File: config.mk
export PLATFORM = sky130hd
export DESIGN_NAME = dcache_flush_arbiter
export DESIGN_NICKNAME = d
export VERILOG_FILES = /design/src/rtl/dcache_flush_arbiter.sv
export SDC_FILE = /design/constraint.sdc
export NUM_CORES = 1
export LEC_CHECK = 0
export BUFFER_PORTS_ARGS = -buffer_cell sky130_fd_sc_hd__buf_2
export CAP_MARGIN = 20
export CELL_PAD_IN_SITES_DETAIL_PLACEMENT = 0
export CELL_PAD_IN_SITES_GLOBAL_PLACEMENT = 1
export CORE_MARGIN = 10
export CORE_UTILIZATION = 30
export DETAILED_ROUTE_END_ITERATION = 10
export PLACE_DENSITY = 0.71
export SKIP_CTS_REPAIR_TIMING = 1
export SYNTH_ARGS = -nofsm -noshare
export SYNTH_HDL_FRONTEND = slang
export SYNTH_SLANG_ARGS = --single-unit
export TNS_END_PERCENT = 20
File: constraint.sdc
create_clock -name clk_i -period 2.6 [get_ports clk_i]
set_input_delay 0.26 -clock clk_i [delete_from_list [all_inputs] [get_ports clk_i]]
set_output_delay 0.26 -clock clk_i [all_outputs]
set_load 0.01 [all_outputs]
File: src/rtl/dcache_flush_arbiter.sv
// dcache_flush_arbiter: coalesces flush requests from several sources onto the single dcache flush port.
// Ports: clk_i/rst_ni clock and async active-low reset; req_i/ack_o/err_o per-requester handshake;
// flush_dcache_o/flush_dcache_ack_i dcache flush port; cache_busy_i dcache outstanding traffic;
// timeout_cycles_i FLUSH cycle limit (0 = none); busy_o/served_mask_o/flush_cnt_o status.
module dcache_flush_arbiter #(
  parameter int NR_REQ    = 3,
  parameter int TIMEOUT_W = 16,
  parameter int CNT_W     = 16
) (
  input  logic                 clk_i,
  input  logic                 rst_ni,
  input  logic [NR_REQ-1:0]    req_i,
  output logic [NR_REQ-1:0]    ack_o,
  output logic                 err_o,
  output logic                 flush_dcache_o,
  input  logic                 flush_dcache_ack_i,
  input  logic                 cache_busy_i,
  input  logic [TIMEOUT_W-1:0] timeout_cycles_i,
  output logic                 busy_o,
  output logic [NR_REQ-1:0]    served_mask_o,
  output logic [CNT_W-1:0]     flush_cnt_o
);
  typedef enum logic [1:0] {S_IDLE, S_QUIESCE, S_FLUSH, S_RESP} state_e;
  state_e                state_q, state_d;
  logic [NR_REQ-1:0]    served_q, served_d, ack_q, ack_d, ack_prev_q, elig;
  logic [TIMEOUT_W-1:0] tcnt_q, tcnt_d;
  logic [CNT_W-1:0]     cnt_q, cnt_d;
  logic                 err_q, err_d, flush_q, tmo;
  // ack_prev_q masks a requester still dropping its request right after its ack
  assign elig = req_i & ~ack_prev_q;
  // >= keeps the timeout effective if timeout_cycles_i is lowered below the running count
  assign tmo = (timeout_cycles_i != '0) && (tcnt_q >= timeout_cycles_i - TIMEOUT_W'(1));
  always_comb begin
    state_d  = state_q;
    served_d = served_q;
    case (state_q)
      S_IDLE: begin
        state_d  = |elig ? S_QUIESCE : S_IDLE;
        served_d = |elig ? elig : served_q;
      end
      S_QUIESCE: state_d = cache_busy_i ? S_QUIESCE : S_FLUSH;
      S_FLUSH:   state_d = (flush_dcache_ack_i || tmo) ? S_RESP : S_FLUSH;
      S_RESP: begin
        state_d  = S_IDLE;
        served_d = '0;
      end
      default: begin
        state_d  = S_IDLE;
        served_d = '0;
      end
    endcase
  end
  always_comb begin
    tcnt_d = (state_q == S_FLUSH) ? tcnt_q + TIMEOUT_W'(1) : '0;
    // acknowledge wins over a coincident timeout
    err_d  = (state_q == S_FLUSH) && !flush_dcache_ack_i && tmo;
    ack_d  = (state_d == S_RESP) ? served_d : '0;
    cnt_d  = ((state_q == S_FLUSH) && flush_dcache_ack_i && (cnt_q != '1)) ? cnt_q + CNT_W'(1) : cnt_q;
  end
  always_ff @(posedge clk_i or negedge rst_ni) begin
    if (!rst_ni) begin
      state_q    <= S_IDLE;
      served_q   <= '0;
      ack_q      <= '0;
      ack_prev_q <= '0;
      err_q      <= 1'b0;
      flush_q    <= 1'b0;
      tcnt_q     <= '0;
      cnt_q      <= '0;
    end else begin
      state_q    <= state_d;
      served_q   <= served_d;
      ack_q      <= ack_d;
      ack_prev_q <= ack_q;
      err_q      <= err_d;
      flush_q    <= (state_d == S_FLUSH);
      tcnt_q     <= tcnt_d;
      cnt_q      <= cnt_d;
    end
  end
  assign ack_o          = ack_q;
  assign err_o          = err_q;
  assign flush_dcache_o = flush_q;
  assign busy_o         = (state_q != S_IDLE);
  assign served_mask_o  = served_q;
  assign flush_cnt_o    = cnt_q;
endmodule

==> impl_metrics.yaml <==
finish:
  final_core_util: 0.406
  syn_to_final_growth_pct: 31.9
  drive_above_1_share: 0.292
  fin_nets: 401
  fillers: 883
  finalInstanceArea_um2: 3520
  antennaDiodeCount: 0
min_path:
  hold-path-endpoint: "err_o$_DFF_PN0_"
  hold_path_class: "in2reg"
  hold_path_depth: 2
  worstHoldStart: "flush_dcache_ack_i"
worst_setup_path:
  arrival_ns: 2.76
  cp_max_fo: 5
  criticalPathCategory: "in2reg"
  r2r-end: "err_o$_DFF_PN0_"
  r2r_slack_ns: 0.51
  endpoint_kind: "flop"
  reg2reg_from: "tcnt_q[9]$_DFF_PN0_"
  required_ns: 2.84
  r2r_cells: 7
  critPathLaunchType: "input pin"
synth:
  synthesis.area_um2: 2670
  synthDistinctLibCells: 37
  synthArstFlopShare: 1.00
  synth_top_area_frac: 0.422
  synthTopCellsByCount: "dfrtp_1, xnor2_1, nand2_1, ha_1, and2_1"
  avgSynthCellArea_um2: 9.97
  synth-edff-count: 0
  yosysMostFrequentCell: "dfrtp_1"
  ys_seq_elements: 45
  synth_area_leader_cell: "dfrtp_1"
  synth_area_leaders: "dfrtp_1, ha_1, xnor2_1"
  syn_nets: 314
  synthFlopType: "dfrtp_1"
  ys_seq_area_frac: 0.422
  yosys_warnings: 0
  synth_cells: 268
pwr:
  vdd_drop_max_mv: 0.217
  switchingPower_mw: 0.626
  p_int_mw: 1.32
  seq_power_share: 0.434
  leakage_nw: 1.64
  p_comb_frac: 0.284
  power_mw: 1.95
  power_density_nw_per_um2: 553
  clkPwrFrac: 0.281
  switching_share: 0.322
sta:
  max_freq_mhz: 397
  fin_crit_sh: 0.969
  fin_skew_ns: 0.00896
  min_period_ns: 2.52
  setup_viol: 0
  maxSlewHeadroom: 0.394
  finalMaxSlewViolations: 0
  worst_pin_slew_ns: 0.903
  holdWs_ns: 0.119
  finalHoldViolCount: 0
  rsz0062_at_grt: "yes"
  final.setup.worst_slack_ns: 0.0798
drt:
  drt-pass1-iter-count: 4
  drc: 0
  wirelength_mm: 6.09
  wl_per_cell_um: 13.1
  viasPerCell: 4.77
  via_count: 2212
  ant_nets: 0
  drt_iter0_markers: 61
place:
  hpwl_mm: 4.81
  placed_cell_area_um2: 3280
  portBuffers: 47
  gp_congestion: 0.816
  place_ws_ns: -0.278
cts:
  clkTransAtPathRegs_ns: 0.08
  worstSkewPairLatency_ns: 0.30
  cts_made_buffers: 5
  clockBufferDepth: 2
  cts.htree.levels: 2
  cts_sinks: 45
  cts_tree: "yes"
  root_buffer: "clkbuf_8"
floorplan:
  core.rowCount: 34
  fp.dieW_um: 114
  core_area_um2: 8680
  die_y_um: 114
  die_area_um2: 13100
  pin_count: 48
  start_util: 0.308
status:
  status: "finished, final reports clean"
grt:
  grt_pass1_wl_mm: 10.5
  grtUsageTotal: 0.0946
  grt_overflow_total: 0
  grt_start_max_net_pins: 46
  antenna_found_initial: 0
  grt_pass1_vias: 2288
run:
  drv_cap: 0
## placed cells by master (no fill, tap or decap), types with 2 or more instances in the layout
cell / Yosys / routed
dfrtp_1: 45 / 45
buf_2: 0 / 45
buf_4: 0 / 33
xnor2_1: 29 / 29
nand2_1: 27 / 27
ha_1: 23 / 23
and2_1: 16 / 16
nand4_1: 14 / 14
nand3_1: 11 / 11
nor2_1: 14 / 10
xor2_1: 10 / 10
a21oi_1: 8 / 8
inv_1: 6 / 6
o21ai_0: 6 / 6
clkbuf_8: 0 / 6
nor3_1: 8 / 4
nor3b_1: 4 / 4
nand2b_1: 4 / 4
and4_1: 4 / 4
a21boi_1: 4 / 4
nor2_2: 0 / 3
nor3_4: 0 / 3
nor4_1: 3 / 3
a211oi_2: 0 / 3
and3_1: 3 / 3
nand3b_1: 2 / 2
a211oi_1: 5 / 2
o21a_1: 2 / 2
a41oi_1: 2 / 2
a31oi_1: 2 / 2
or3_1: 3 / 2
## metal layers
| metal | GRT usage | vias up | wire, um |
|---|---|---|---|
| met5 | 0 | - | 0 |
| met4 | 0.0276 | 0 | 69 |
| met3 | 0.0330 | 5 | 406 |
| met1 | 0.118 | 1036 | 2850 |
| li1 | - | 1127 | - |
| met2 | 0.150 | 44 | 2770 |
## stage by stage
step / setup TNS, ns / cells
2_1_floorplan: -0.0484 / 268
3_3_place_gp: -0.934 / 451
3_5_place_dp: -1.23 / 451
4_1_cts: 0 / 459
5_1_grt: -0.00162 / 464
6_report: 0 / 464
## worst max-delay path, cell delays in order
cell and delay [ns]:
buf_2 0.11, or3_4 0.41, nor2_4 0.12, nand3b_1 0.10, xor2_1 0.17, ha_1 0.31, nand4_2 0.14, nor3_2 0.17
or4b_4 0.48, a31o_4 0.28, buf_4 0.14, nor2_2 0.06
## cell type report
class	instances	area, um^2	share of cell area
tap	108	135	0.0384
multi-input combinational	215	1590	0.451
clock buffer	6	82.6	0.0234
sequential	45	1130	0.320
timing repair buffer	82	529	0.150
inverter	6	22.5	0.00639
clock inverter	2	37.5	0.0107
## registers in the layout (all words and copies together), names as in the netlist
| register | flops |
|---|---|
| served_mask_o | 3 |
| state_q | 2 |
| flush_cnt_o | 16 |
| ack_prev_q | 3 |
| err_o | 1 |
| tcnt_q | 16 |
| ack_o | 3 |
| flush_dcache_o | 1 |
## how the worst max path moves through the flow
stage	from	endpoint	slack [ns]	depth (start not counted)
2_1_floorplan	timeout_cycles_i[4]	ack_o[0]$_DFF_PN0_	-0.02	11
3_3_place_gp	timeout_cycles_i[7]	ack_o[0]$_DFF_PN0_	-0.21	11
3_5_place_dp	timeout_cycles_i[7]	ack_o[2]$_DFF_PN0_	-0.28	11
4_1_cts	timeout_cycles_i[7]	ack_o[2]$_DFF_PN0_	0.03	11
5_1_grt	timeout_cycles_i[6]	ack_o[0]$_DFF_PN0_	-0.002	12
6_report	timeout_cycles_i[9]	err_o$_DFF_PN0_	0.08	12
## power by group through the flow
stage                     Combinational (mW)  Sequential, mW  Clock, mW
after floorplan                        0.292           0.876          0
after global placement                 0.534           0.860          0
after detailed placement               0.541           0.862          0
after CTS                              0.543           0.847      0.570
after global routing                   0.632           0.862      0.597
final                                  0.554           0.846      0.547
## cell families after synthesis
group,Yosys count,share of synthesized area
AO/OA/AOI/OAI,34,0.0857
XOR/XNOR,39,0.128
adder cells (fa/ha/maj),23,0.108
buffers and inverters,8,0.0112
flip-flops,45,0.422
multiplexers,1,0.00422
AND/OR/NAND/NOR,118,0.242
Note: power is estimated with default switching activity, not from simulation.
